**src/rtl/dlsc_pcie_s6_trn_tx.sv**
```systemverilog
// Spartan-6 PCIe TRN transmit driver: arbitrates two TLP source FIFOs onto
// the core's 32-bit TX interface through a single registered output stage.
module dlsc_pcie_s6_trn_tx #(
    parameter int CPL_PRIORITY = 0
) (
    input  logic        clk,
    input  logic        rst,

    output logic        in0_ready,
    input  logic        in0_valid,
    input  logic        in0_last,
    input  logic [31:0] in0_data,

    output logic        in1_ready,
    input  logic        in1_valid,
    input  logic        in1_last,
    input  logic [31:0] in1_data,

    output logic [31:0] trn_td,
    output logic        trn_tsof_n,
    output logic        trn_teof_n,
    output logic        trn_tsrc_rdy_n,
    output logic        trn_tsrc_dsc_n,
    input  logic        trn_tdst_rdy_n,
    input  logic [5:0]  trn_tbuf_av,
    input  logic        trn_terr_drop_n,
    input  logic        trn_tcfg_req_n,
    output logic        trn_tcfg_gnt_n,

    output logic        err_drop
);

    typedef enum logic [1:0] {
        IDLE,
        ACT0,
        ACT1
    } state_t;

    state_t      state;
    logic        last_grant;
    logic        sof_pending;

    logic        out_free;
    logic        elig0;
    logic        elig1;
    logic        pick0;
    logic        pick1;
    logic        acc;
    logic        acc_last;
    logic [31:0] acc_data;
    logic        unused_tbuf;

    assign unused_tbuf    = ^trn_tbuf_av[5:3];
    assign trn_tsrc_dsc_n = 1'b1;

    assign out_free  = trn_tsrc_rdy_n | ~trn_tdst_rdy_n;
    assign in0_ready = (state == ACT0) & out_free;
    assign in1_ready = (state == ACT1) & out_free;

    // port 1 carries requests: posted writes vs non-posted reads use different credits
    assign elig0 = in0_valid & trn_tbuf_av[2];
    assign elig1 = in1_valid & (in1_data[30] ? trn_tbuf_av[1] : trn_tbuf_av[0]);

    always_comb begin
        pick0 = 1'b0;
        pick1 = 1'b0;
        if (CPL_PRIORITY != 0) begin
            pick0 = elig0;
        end else begin
            pick0 = elig0 & (last_grant | ~elig1);
        end
        pick1 = elig1 & ~pick0;
    end

    assign acc      = (in0_ready & in0_valid) | (in1_ready & in1_valid);
    assign acc_last = (state == ACT1) ? in1_last : in0_last;
    assign acc_data = (state == ACT1) ? in1_data : in0_data;

    always_ff @(posedge clk or posedge rst) begin
        if (rst) begin
            state          <= IDLE;
            last_grant     <= 1'b1;
            sof_pending    <= 1'b0;
            trn_td         <= '0;
            trn_tsof_n     <= 1'b1;
            trn_teof_n     <= 1'b1;
            trn_tsrc_rdy_n <= 1'b1;
            trn_tcfg_gnt_n <= 1'b1;
            err_drop       <= 1'b0;
        end else begin
            err_drop <= ~trn_terr_drop_n;

            if (out_free) begin
                if (acc) begin
                    trn_td         <= acc_data;
                    trn_tsof_n     <= ~sof_pending;
                    trn_teof_n     <= ~acc_last;
                    trn_tsrc_rdy_n <= 1'b0;
                end else begin
                    trn_tsof_n     <= 1'b1;
                    trn_teof_n     <= 1'b1;
                    trn_tsrc_rdy_n <= 1'b1;
                end
            end

            case (state)
                IDLE: begin
                    // grant only once the last word has fully drained
                    trn_tcfg_gnt_n <= ~(~trn_tcfg_req_n & trn_tsrc_rdy_n);
                    if (trn_tcfg_req_n) begin
                        if (pick0) begin
                            state       <= ACT0;
                            sof_pending <= 1'b1;
                        end else if (pick1) begin
                            state       <= ACT1;
                            sof_pending <= 1'b1;
                        end
                    end
                end
                ACT0, ACT1: begin
                    trn_tcfg_gnt_n <= 1'b1;
                    if (acc) begin
                        sof_pending <= 1'b0;
                        if (acc_last) begin
                            state      <= IDLE;
                            last_grant <= (state == ACT1);
                        end
                    end
                end
                default: begin
                    state <= IDLE;
                end
            endcase
        end
    end

endmodule

```
**config.mk**
```make
export PLATFORM = sky130hd
export DESIGN_NAME = dlsc_pcie_s6_trn_tx
export DESIGN_NICKNAME = d
export VERILOG_FILES = /design/src/rtl/dlsc_pcie_s6_trn_tx.sv
export SDC_FILE = /design/constraint.sdc
export NUM_CORES = 1
export LEC_CHECK = 0
export CORE_MARGIN = 1.5
export CORE_UTILIZATION = 39
export DETAILED_ROUTE_END_ITERATION = 12
export PLACE_DENSITY = 0.89
export SLEW_MARGIN = 20
export SYNTH_ARGS = -nofsm -noshare
export SYNTH_HDL_FRONTEND = slang
export SYNTH_SLANG_ARGS = --single-unit
export TNS_END_PERCENT = 50
```
**constraint.sdc**
```tcl
create_clock -name clk -period 1.9 [get_ports clk]
set_input_delay 0.38 -clock clk [delete_from_list [all_inputs] [get_ports clk]]
set_output_delay 0.38 -clock clk [all_outputs]
set_load 0.05 [all_outputs]
```
### Yosys cells after proc, flatten, opt, wreduce, memory -nomap -nowiden

Cells that the tools add are included.

| word-level totals | value |
|---|---|
| register bits | 41 |
| input port bits | 79 |
| output and inout port bits | 40 |
| word-level logic and storage cells | 60 |

| operators by class | value |
|---|---|
| equal/unequal tests | 6 |
| mux-type cells | 18 |
| bitwise operators | 20 |
| reductions and logical operators | 7 |

Operators with widths:

| cell | count |
|---|---|
| $mux 32 | 1 |
| $mux 2 | 5 |
| $and 1x1->1 | 9 |
| $mux 1 | 9 |
| $not 1->1 | 8 |
| $reduce_and 4->1 | 2 |
| $ne 2x2->1 const B | 3 |
| $pmux 1 s2 | 2 |
| $pmux 2 s2 | 1 |
| $ne 3x3->1 const B | 1 |
| $or 1x1->1 | 3 |
| $reduce_and 3->1 | 1 |
| $eq 2x1->1 const B | 1 |
| $eq 2x2->1 const B | 1 |
| $logic_not 2->1 | 1 |
| $reduce_and 2->1 | 1 |
| $reduce_bool 2->1 | 1 |
| $reduce_or 2->1 | 1 |

### Logic depth before layout (Yosys ltp)

Gate-level depths: netlist of run 1.

| depth | value |
|---|---|
| depth after elaboration | 11 |
| depth in mapped cells | 8 |

### Least setup slack after synthesis of run 1

Ideal clock, no wire load.

| timing | value |
|---|---|
| path kind | register to output |
| from | reg state[0] |
| to | out in1_ready |
| arrival | 1467 ps |
| data required time | 1520 ps |
| slack | 53 ps |
| stages on the path, launching flop included | 6 |
| path through | dfrtp_1 -> inv_1 -> ha_1 -> buf_6 -> buf_2 -> and2_1 |

| between the ends | value |
|---|---|
| cells in the longest elaborated chain, start to end | 2 |

RTL lines:

| what | RTL line | text |
|---|---|---|
| start: declaration | 39 | `state_t state;` |
| start signal: assignment | 81 | `state <= IDLE;` |
| start signal: assignment | 112 | `state <= ACT0;` |
| start signal: assignment | 115 | `state <= ACT1;` |
| $eq 2x2->1 | 58 | `assign in1_ready = (state == ACT1) & out_free;` |
| $and 1x1->1 | 58 |  |
| end: declaration | 14 | `output logic in1_ready,` |

No other way between the ends.

### Worst setup path after layout of run 1

| timing | value |
|---|---|
| from | reg trn_td[3] |
| to | out trn_td[3] |

RTL lines:

| what | RTL line | text |
|---|---|---|
| start: declaration | 19 | `output logic [31:0] trn_td,` |
| start signal: assignment | 95 | `trn_td <= acc_data;` |

No word-level cell between the ends.

==> results of run 1 <==
kinds of logic (layout without fill, tap and decap cells):
logic type	Yosys count	in the layout
buffers and inverters	19	133
multiplexers	36	36
AO/OA/AOI/OAI	43	43
other	1	1
flip-flops	41	41
adder cells (fa/ha/maj)	4	4
AND/OR/NAND/NOR	49	49
worst register-to-register path: cells and delay by family (launching register included):
family	cells	cell delay [ps]
flops	1	400
buf+inv	2	390
compound gates	2	220
fa+ha+maj	1	240
simple gates	2	280
area by class of cell:
class,instances,area [µm²]
Fill cell,443,1727
Timing Repair Buffer,118,1211
Sequential cell,41,1032
Multi-Input combinational cell,133,1005
Tap cell,70,87.58
Clock buffer,7,86.33
Clock inverter,1,30.03
Inverter,7,26.28
cell usage after synthesis (2+ instances only):
cell / instances
and2_1: 2
dfrtp_1: 36
mux2i_1: 36
buf_2: 6
nand2b_1: 2
buf_6: 5
a21oi_1: 5
dfstp_2: 5
nor2_1: 35
ha_1: 4
a21oi_2: 29
nand2_1: 4
inv_1: 7
placed cells by master (no fill, tap or decap), types with 2 or more instances in the layout:
cell             instances
a21oi_1                  5
dfrtp_1                 36
ha_1                     3
a21oi_2                 29
buf_12                   6
mux2i_1                 36
nor2_1                  35
nand2b_1                 2
clkdlybuf4s50_1         98
clkbuf_8                 6
nand2_1                  4
inv_1                    6
dfstp_2                  5
buf_4                   13
and2_1                   2
path summary, 6_finish.rpt:
kind / start / end / cells past startpoint / slack, ps
max reg2reg: state[0] / trn_td[11] / 7 / 290
min reg2reg: sof_pending / trn_tsof_n / 1 / 420
min: rst / state[1] / 2 / 400
max in group asynchronous: rst / trn_td[30] / 3 / 1040
min in group clk: sof_pending / trn_tsof_n / 1 / 420
max: trn_td[3] / trn_td[3] / 1 / 60
metrics by stage:
step	worst slack, ps	utilization	hold WS (ps)	instance area [µm²]
2_1_floorplan	53.27	-	383.3	2145
3_3_place_gp	162.2	0.6435	403.6	3349
3_5_place_dp	101.3	0.6435	408.4	3349
4_1_cts	35.38	0.6678	401.6	3476
5_1_grt	9.180	0.6683	429.3	3478
6_report	60.62	0.6683	399.8	3478
report_power, final:
part | total [µW] | internal (µW) | switching (µW)
sequential | 1550 | 1320 | 230
clock | 710 | 428 | 282
combinational | 4210 | 1590 | 2620
total | 6470 | 3340 | 3130
state kept, by name, indices dropped and copies added, names as in the netlist:
signal / count
trn_tsof_n: 1
trn_teof_n: 1
trn_td: 32
err_drop: 1
trn_tcfg_gnt_n: 1
sof_pending: 1
last_grant: 1
trn_tsrc_rdy_n: 1
state: 2
routing by layer:
layer	track usage	part of all wire
met5	0	0
met4	0.04727	0.0083
met3	0.06190	0.078
met2	0.3184	0.54
met1	0.1881	0.38
==> key figures, run 1 <==
Run status
  – Outcome: complete, no violations

Clock tree
  – Clk root buf: clkbuf_8
  – CTS Hold Bufs: 0
  – TritonCTS Sinks: 41
  – Clock transition at path regs: 80 ps
  – H-tree depth: 2
  – Clock tree buffer depth: 2
  – Post CTS Setup Buffer Count: 0
  – Clk_lat worst skew: 280 ps
  – TritonCTS clock tree: yes
  – Post_cts resized: 1
  – Num CTS Buffers: 5

Layout
  – Nets: 389
  – Share of layout cells above drive strength 1: 0.2150
  – # diodes: 0
  – Area grow syn2layout: 62.19%
  – Fin cells: 377

Synthesis
  – Synth top area share: 0.4201
  – Compound-Gate Fraction of Synth Area: 0.1674
  – Ys flop type: dfrtp_1
  – Synth Area in XOR/XNOR: 0
  – Simple-Gate Fraction of Synth Area: 0.1021
  – Most area-consuming cells after synthesis: dfrtp_1 (42%), mux2i_1 (17%), a21oi_2 (12%), dfstp_2 (6.1%), nor2_1 (6.1%)
  – Cell taking the most area after synthesis: dfrtp_1
  – Synth Instances: 193
  – Seq/Total Area, Yosys: 0.4813
  – Adder-cell share of the synthesized area: 0.02334
  – Cell variety after synth: 30
  – Largest family of logic cells by synthesized area: multiplexers
  – Synthesis warning total: 0
  – Post-synthesis mux area share: 0.1680
  – Yosys reg bits: 41
  – Syn Nets: 276
  – Number of synthesized flops with an enable pin: 0
  – Mapped cell area: 0.002145 mm²
  – Ys async rst share: 1.000
  – Post-Syn Area per Cell: 11.11 µm²

Detailed routing
  – Post-Route WL: 4.937 mm
  – DR iter-0 viols: 71
  – Vias per cell: 4.759
  – 1st-pass router iterations: 4
  – Antenna-violating nets left: 0
  – DRC viols: 0
  – Via count: 1794
  – Drt wl/cell: 13.10 µm

Power and ir drop
  – Pwr/cell area: 1861 mW/mm²
  – Leak: 0.001452 µW
  – Total Power: 6472 µW
  – VDD IR max: 0.0009994 V

Min path
  – Hold crit path type: primary input to asynchronous set/reset pin

GRT
  – Largest net degree at the start of global routing: 40
  – Total GRT Usage: 0.1741
  – Global route overflow: 0
  – First-pass GRT wire length: 8.231 mm
  – Initial antenna violation count: 0
  – Vias in the first global route: 1863

Floorplanning
  – Die height: 77.16 µm
  – Placement row count: 26
  – Starting Density: 0.4120
  – Core ar.: 0.005205 mm²
  – IO Pins: 119
  – Die Area: 0.005953 mm²
  – Width of the die: 77.16 µm

Timing
  – Total Neg Setup Slack: 0 ps
  – Slew @ Worst Pin: 512.5 ps
  – F_max: 0.5437 GHz
  – RSZ-0062 raised after global routing: false
  – Final Max Slew Viols: 0
  – Final worst-path cycle share: 0.9681
  – Setup Viol. Count Final: 0
  – Max_slew headroom: 0.6577
  – Final number of hold-violating endpoints: 0
  – Clock skew: 7.827 ps
  – Min cycle time layout: 1839 ps

Worst setup path
  – Worst EP required: 1520 ps
  – Crit-path cells: clkdlybuf4s50_1
  – CP Max Fanout: 2
  – Slowest CP cell: clkdlybuf4s50_1
  – Worst path top cell family by delay: buffers and inverters
  – Worst EP arrival: 1460 ps
  – Critical path buffers and inverters: 1
  – CP Capture Type: output pin
  – CP Class: flop to output pin
  – Crit start category: flop
  – Max incr delay on CP: 820 ps

Placed design
  – DPL Wire Length: 3.997 mm
  – I/O Buffers: 114
  – GPL Wtd Cong: 0.7765
  – Placed insts: 369

Job
  – Max-capacitance violation count: 0
Power figures use the tool's default switching activity.
==> run 2, diff against run 1 <==
CORE_ASPECT_RATIO = 0.9   (was unset)
==> run 2 against run 1 <==
Compared with the run above: first-iteration DRC count is 18% higher; final cell count shrank 0.27%; design area decreased by 0.90%; hold slack improved by 5.4 ps; global-route usage down 0.78 points; combinational power about the same; total power fell by 3.2%; critical endpoint is now trn_td[17].
==> key figures, run 2 (synthesized netlist as in run 1, its figures left out) <==
Placed design
  – Dpl ws: 118.1 ps (+16.84 ps)
  – I/O Buffers: 114 (unchanged)
  – DPL Wire Length: 3.947 mm (-1.2%)
  – GPL Wtd Cong: 0.8020 (+3.3%)

Detailed routing
  – Via count: 1798 (+0.22%)
  – Post-Route WL: 4.821 mm (-2.3%)
  – DR iter-0 viols: 84 (+18%)
  – Antenna-violating nets left: 0 (unchanged)
  – Vias per cell: 4.782 (+0.49%)
  – DRC viols: 0 (unchanged)
  – Drt wl/cell: 12.82 µm (-2.1%)
  – 1st-pass router iterations: 4 (unchanged)

Worst setup path
  – CP Max Fanout: 2 (unchanged)
  – Slowest CP cell: clkdlybuf4s50_1
  – CP Capture Type: output pin
  – Worst EP arrival: 1450 ps (about the same)
  – Max incr delay on CP: 810 ps (about the same)
  – CP Class: flop to output pin
  – Worst R2R End: state[1]
  – Critical path buffers and inverters: 1 (unchanged)
  – Worst path top cell family by delay: buffers and inverters
  – Crit-path cells: clkdlybuf4s50_1
  – Worst EP required: 1520 ps (about the same)
  – R2r worst-path depth: 6 (-1)
  – Crit start category: flop
  – Reg-to-reg slack, setup: 320 ps (+30 ps)
  – Worst r2r src: state[0]

Power and ir drop
  – Pwr/cell area: 1818 mW/mm² (-2.3%)
  – VDD IR max: 0.0008810 V (-12%)
  – Leak: 0.001433 µW (-1.3%)

Layout
  – Seq. cell area: 0.001032 mm² (unchanged)
  – # diodes: 0 (unchanged)
  – Area grow syn2layout: 60.74%
  – Area of the multi-input gates: 0.001005 mm² (unchanged)
  – Fillers: 461 (+4.1%)
  – Most frequent cells in the layout: clkdlybuf4s50_1 (100), mux2i_1 (36), dfrtp_1 (36), nor2_1 (35), a21oi_2 (29)
  – Largest register FFs: 32 (unchanged)
  – Commonest non-fill, non-tap cell in the layout: clkdlybuf4s50_1
  – Largest regs: trn_td: 32 flops, state: 2 flops
  – Biggest register: trn_td
  – Nets: 391 (+0.51%)
  – Share of layout cells above drive strength 1: 0.2168 (+0.001845)

Clock tree
  – Clk root buf: clkbuf_8
  – Clock transition at path regs: 70 ps (about the same)
  – TritonCTS Sinks: 41 (unchanged)
  – Num CTS Buffers: 5 (unchanged)
  – CTS Hold Bufs: 0 (unchanged)
  – H-tree depth: 2 (unchanged)
  – Clk_lat worst skew: 280 ps (about the same)
  – TritonCTS clock tree: yes
  – Clock tree buffer depth: 2 (unchanged)

Timing
  – Final number of hold-violating endpoints: 0 (unchanged)
  – Max_slew headroom: 0.6176 (-0.04019)
  – RSZ-0062 raised after global routing: false
  – Final worst-path cycle share: 0.9642 (-0.003873)
  – Final setup margin: 67.98 ps (+7.359 ps)
  – Clock skew: 3.131 ps (-4.696 ps)
  – F_max: 0.5458 GHz (+0.40%)
  – Total Neg Setup Slack: 0 ps (unchanged)
  – Final Max Slew Viols: 0 (unchanged)
  – Min cycle time layout: 1832 ps (-7.359 ps)
  – Setup Viol. Count Final: 0 (unchanged)
  – Slew @ Worst Pin: 570.1 ps (+57.59 ps)

GRT
  – Global route overflow: 0 (unchanged)
  – First-pass GRT wire length: 7.610 mm (-7.5%)
  – Total GRT Usage: 0.1663 (-0.007751)
  – Largest net degree at the start of global routing: 34 (-15%)
  – Initial antenna violation count: 0 (unchanged)
  – Vias in the first global route: 1761 (-5.5%)

Floorplanning
  – Die Area: 0.005953 mm² (about the same)
  – Width of the die: 81.17 µm (+5.2%)
  – Core ar.: 0.005286 mm² (+1.6%)
  – Die height: 73.35 µm (-4.9%)
  – Placement row count: 25 (-3.8%)
  – IO Pins: 119 (unchanged)
  – Starting Density: 0.4057 (-0.006339)

Job
  – Max-capacitance violation count: 0 (unchanged)

Run status
  – Outcome: complete, no violations

Min path
  – Hold crit path type: primary input to asynchronous set/reset pin
-- run 2: changes by cell type in the layout (fill, tap and decap cells not counted), sizes merged --
cell,delta
buf,+1
inv,-1
clkbuf,-2
clkinvlp,+1
clkdlybuf4s50,+2
clkinv,+3
dlymetal6s2s,-1
bufinv,-1
-- run 2: area by class of cell --
class / count / area share
clock buffers: 5 / 0.01996
clock inverters: 3 / 0.005082
inverters: 7 / 0.007622
multi-input cells: 133 / 0.2915
flip-flops and latches: 41 / 0.2995
well taps: 67 / 0.02432
repair buffers: 120 / 0.3521
-- run 2: stage by stage --
step	utilization	cells	power, µW	hold WS (ps)	instance area [µm²]
global placement	0.6338	368	5675	401.7	3351
detailed placement	0.6338	368	5776	421.9	3351
global route	0.6521	376	6668	416.0	3447
CTS	0.6502	376	6337	415.3	3437
finish	0.6521	376	6267	405.2	3447
floorplan	-	193	4535	383.3	2145
-- run 2: where the power goes --
group | total [µW] | switching [µW] | internal (µW) | leakage [µW]
registers | 1550 | 227 | 1320 | 0.000451
clock network | 543 | 289 | 253 | 0.0000439
logic | 4180 | 2600 | 1580 | 0.000939
-- run 2: worst max-delay path by stage --
stage,end,depth (start not counted),startpoint,slack (ps)
global placement,state[1],5,in1_data[30],170
CTS,trn_td[17],1,trn_td[17],40
global route,trn_td[6],1,trn_td[6],8
detailed placement,state[1],5,in1_data[30],120
finish,trn_td[17],1,trn_td[17],70
floorplan,in1_ready,5,state[0],50
-- run 2: routing by layer --
layer / global-route usage / share of wire / vias up
met4: 0.04023 / 0.0048 / 0
met5: 0 / 0 / -
met2: 0.3074 / 0.53 / 72
met1: 0.1801 / 0.38 / 838
met3: 0.05963 / 0.091 / 2
li1: - / - / 886
-- run 2: what timing repair did --
item / in CTS / in global routing
setup buffers: 0 / 0
resized for setup: 0 / 1
endpoints found under the setup margin: 0 / 1
==> run 3, diff against run 2 <==
--- a/config.mk
+++ b/config.mk
@@ -7,3 +7,3 @@
 export LEC_CHECK = 0
-export CORE_ASPECT_RATIO = 0.9
+export CORE_ASPECT_RATIO = 1.1
 export CORE_MARGIN = 1.5
--- a/constraint.sdc
+++ b/constraint.sdc
@@ -3,2 +3,2 @@
 set_output_delay 0.38 -clock clk [all_outputs]
-set_load 0.05 [all_outputs]
+set_load 0.1 [all_outputs]
==> run 3 against run 2 <==
Compared with the run above: count of clock-buffer cells in the layout is 3 higher; first-iteration DRC count decreased by 38%; sequential share of layout area decreased by 0.27 points; via count fell by 1.9%; critical path type unchanged; critical endpoint is now in0_ready; largest cell class unchanged.
==> key figures, run 3 (synthesized netlist as in run 1, its figures left out) <==
Worst setup path
  – Max incr delay on CP: 590 ps (-220 ps)
  – Worst r2r src: state[0]
  – Worst EP required: 1520 ps (about the same)
  – Worst EP arrival: 1440 ps (about the same)
  – Slowest CP cell: dfstp_2
  – Reg-to-reg slack, setup: 320 ps (about the same)
  – CP Capture Type: output pin
  – CP Class: flop to output pin
  – Crit-path cells: nand2b_1 > and2_2 > buf_12
  – Origin of the worst setup path: trn_tsrc_rdy_n
  – CP Max Fanout: 4 (+2)
  – Crit start category: flop

Detailed routing
  – Antenna-violating nets left: 0 (unchanged)
  – Vias per cell: 4.591 (-4.0%)
  – Drt wl/cell: 12.67 µm (-1.2%)
  – 1st-pass router iterations: 4 (unchanged)
  – DR iter-0 viols: 52 (-38%)
  – Via count: 1763 (-1.9%)
  – Post-Route WL: 4.866 mm (+0.93%)
  – DRC viols: 0 (unchanged)

Layout
  – # diodes: 0 (unchanged)
  – Most frequent cells in the layout: clkdlybuf4s50_1 (75), mux2i_1 (36), dfrtp_1 (36), nor2_1 (35), buf_4 (33)
  – Largest register FFs: 32 (unchanged)
  – Nets: 391 (unchanged)
  – Commonest non-fill, non-tap cell in the layout: clkdlybuf4s50_1
  – Biggest register: trn_td
  – Fillers: 432 (-6.3%)
  – Largest regs: trn_td: 32 flops, state: 2 flops
  – Share of layout cells above drive strength 1: 0.2977 (+0.08091)
  – Final Instance Area: 0.003478 mm² (+0.91%)
  – Area grow syn2layout: 62.19%

GRT
  – Largest net degree at the start of global routing: 35 (+2.9%)
  – Total GRT Usage: 0.1671 (+0.0007866)
  – First-pass GRT wire length: 7.700 mm (+1.2%)
  – Initial antenna violation count: 0 (unchanged)
  – Global route overflow: 0 (unchanged)
  – Vias in the first global route: 1762 (+0.057%)

Timing
  – Min cycle time layout: 1825 ps (-7.305 ps)
  – Total Neg Setup Slack: 0 ps (unchanged)
  – Final hold slack: 338.8 ps (-66.38 ps)
  – Clock skew: 4.775 ps (+1.643 ps)
  – Final Max Slew Viols: 0 (unchanged)
  – Setup Viol. Count Final: 0 (unchanged)
  – RSZ-0062 raised after global routing: false
  – Final number of hold-violating endpoints: 0 (unchanged)
  – Final worst-path cycle share: 0.9604 (-0.003845)
  – F_max: 0.5480 GHz (+0.40%)

Clock tree
  – TritonCTS Sinks: 41 (unchanged)
  – Clk_lat worst skew: 280 ps (about the same)
  – TritonCTS clock tree: yes
  – CTS Hold Bufs: 0 (unchanged)
  – H-tree depth: 2 (unchanged)
  – Clock tree buffer depth: 2 (unchanged)
  – Num CTS Buffers: 5 (unchanged)
  – Clock transition at path regs: 70 ps (about the same)
  – Post_cts resized: 0 (unchanged)
  – Clk root buf: clkbuf_8
  – Post CTS Setup Buffer Count: 0 (unchanged)

Floorplanning
  – Die height: 80.78 µm (+10%)
  – IO Pins: 119 (unchanged)
  – Width of the die: 73.71 µm (-9.2%)
  – Core ar.: 0.005325 mm² (+0.73%)
  – Starting Density: 0.4027 (-0.002955)
  – Die Area: 0.005954 mm² (about the same)
  – Placement row count: 28 (+12%)

Run status
  – Outcome: complete, no violations

Placed design
  – Dpl cell area: 0.003388 mm² (+1.1%)
  – I/O Buffers: 114 (unchanged)
  – GPL Wtd Cong: 0.7352 (-8.3%)
  – DPL Wire Length: 3.907 mm (-1.0%)

Job
  – Max-capacitance violation count: 0 (unchanged)

Min path
  – Hold crit path type: primary input to asynchronous set/reset pin
run 3: stage by stage:
stage / setup slack, ps / cells / util
finish: 75.29 / 384 / 0.6532
global placement: 146.0 / 376 / 0.6363
global route: 16.29 / 384 / 0.6532
detailed placement: 131.0 / 376 / 0.6363
CTS: 48.74 / 384 / 0.6513
floorplan: -26.51 / 193 / -
run 3: critical path: cells and delay by family, from the launching register on:
kind	cells	cell delay (ps)
buf+inv	1	170
flops	1	590
simple gates	2	400
run 3: final timing paths:
check / endpoint / cells past startpoint
worst max-delay path: in0_ready / 3
worst max register to register: trn_td[9] / 5
worst min-delay path: trn_td[17] / 2
min in group clk: trn_tsof_n / 1
max in group asynchronous: trn_tcfg_gnt_n / 3
worst min register to register: trn_tsof_n / 1
run 3: routing by layer:
layer / GRT usage / share of wire
met3: 0.03598 / 0.051
met1: 0.2006 / 0.40
met2: 0.2946 / 0.54
met4: 0.05556 / 0.0060
met5: 0 / 0
run 3: layout make-up:
cell class / count / area [µm²] / area share
Clock buffer: 8 / 80.08 / 0.02302
Inverter: 7 / 26.28 / 0.007554
Multi-Input combinational cell: 133 / 1007 / 0.2896
Sequential cell: 41 / 1032 / 0.2968
Tap cell: 75 / 93.84 / 0.02698
Timing Repair Buffer: 120 / 1239 / 0.3561
Power of run 3 is left out: the tool's default activity adds up to more than one toggle a clock period on the data nets, which glitch-free logic cannot reach.
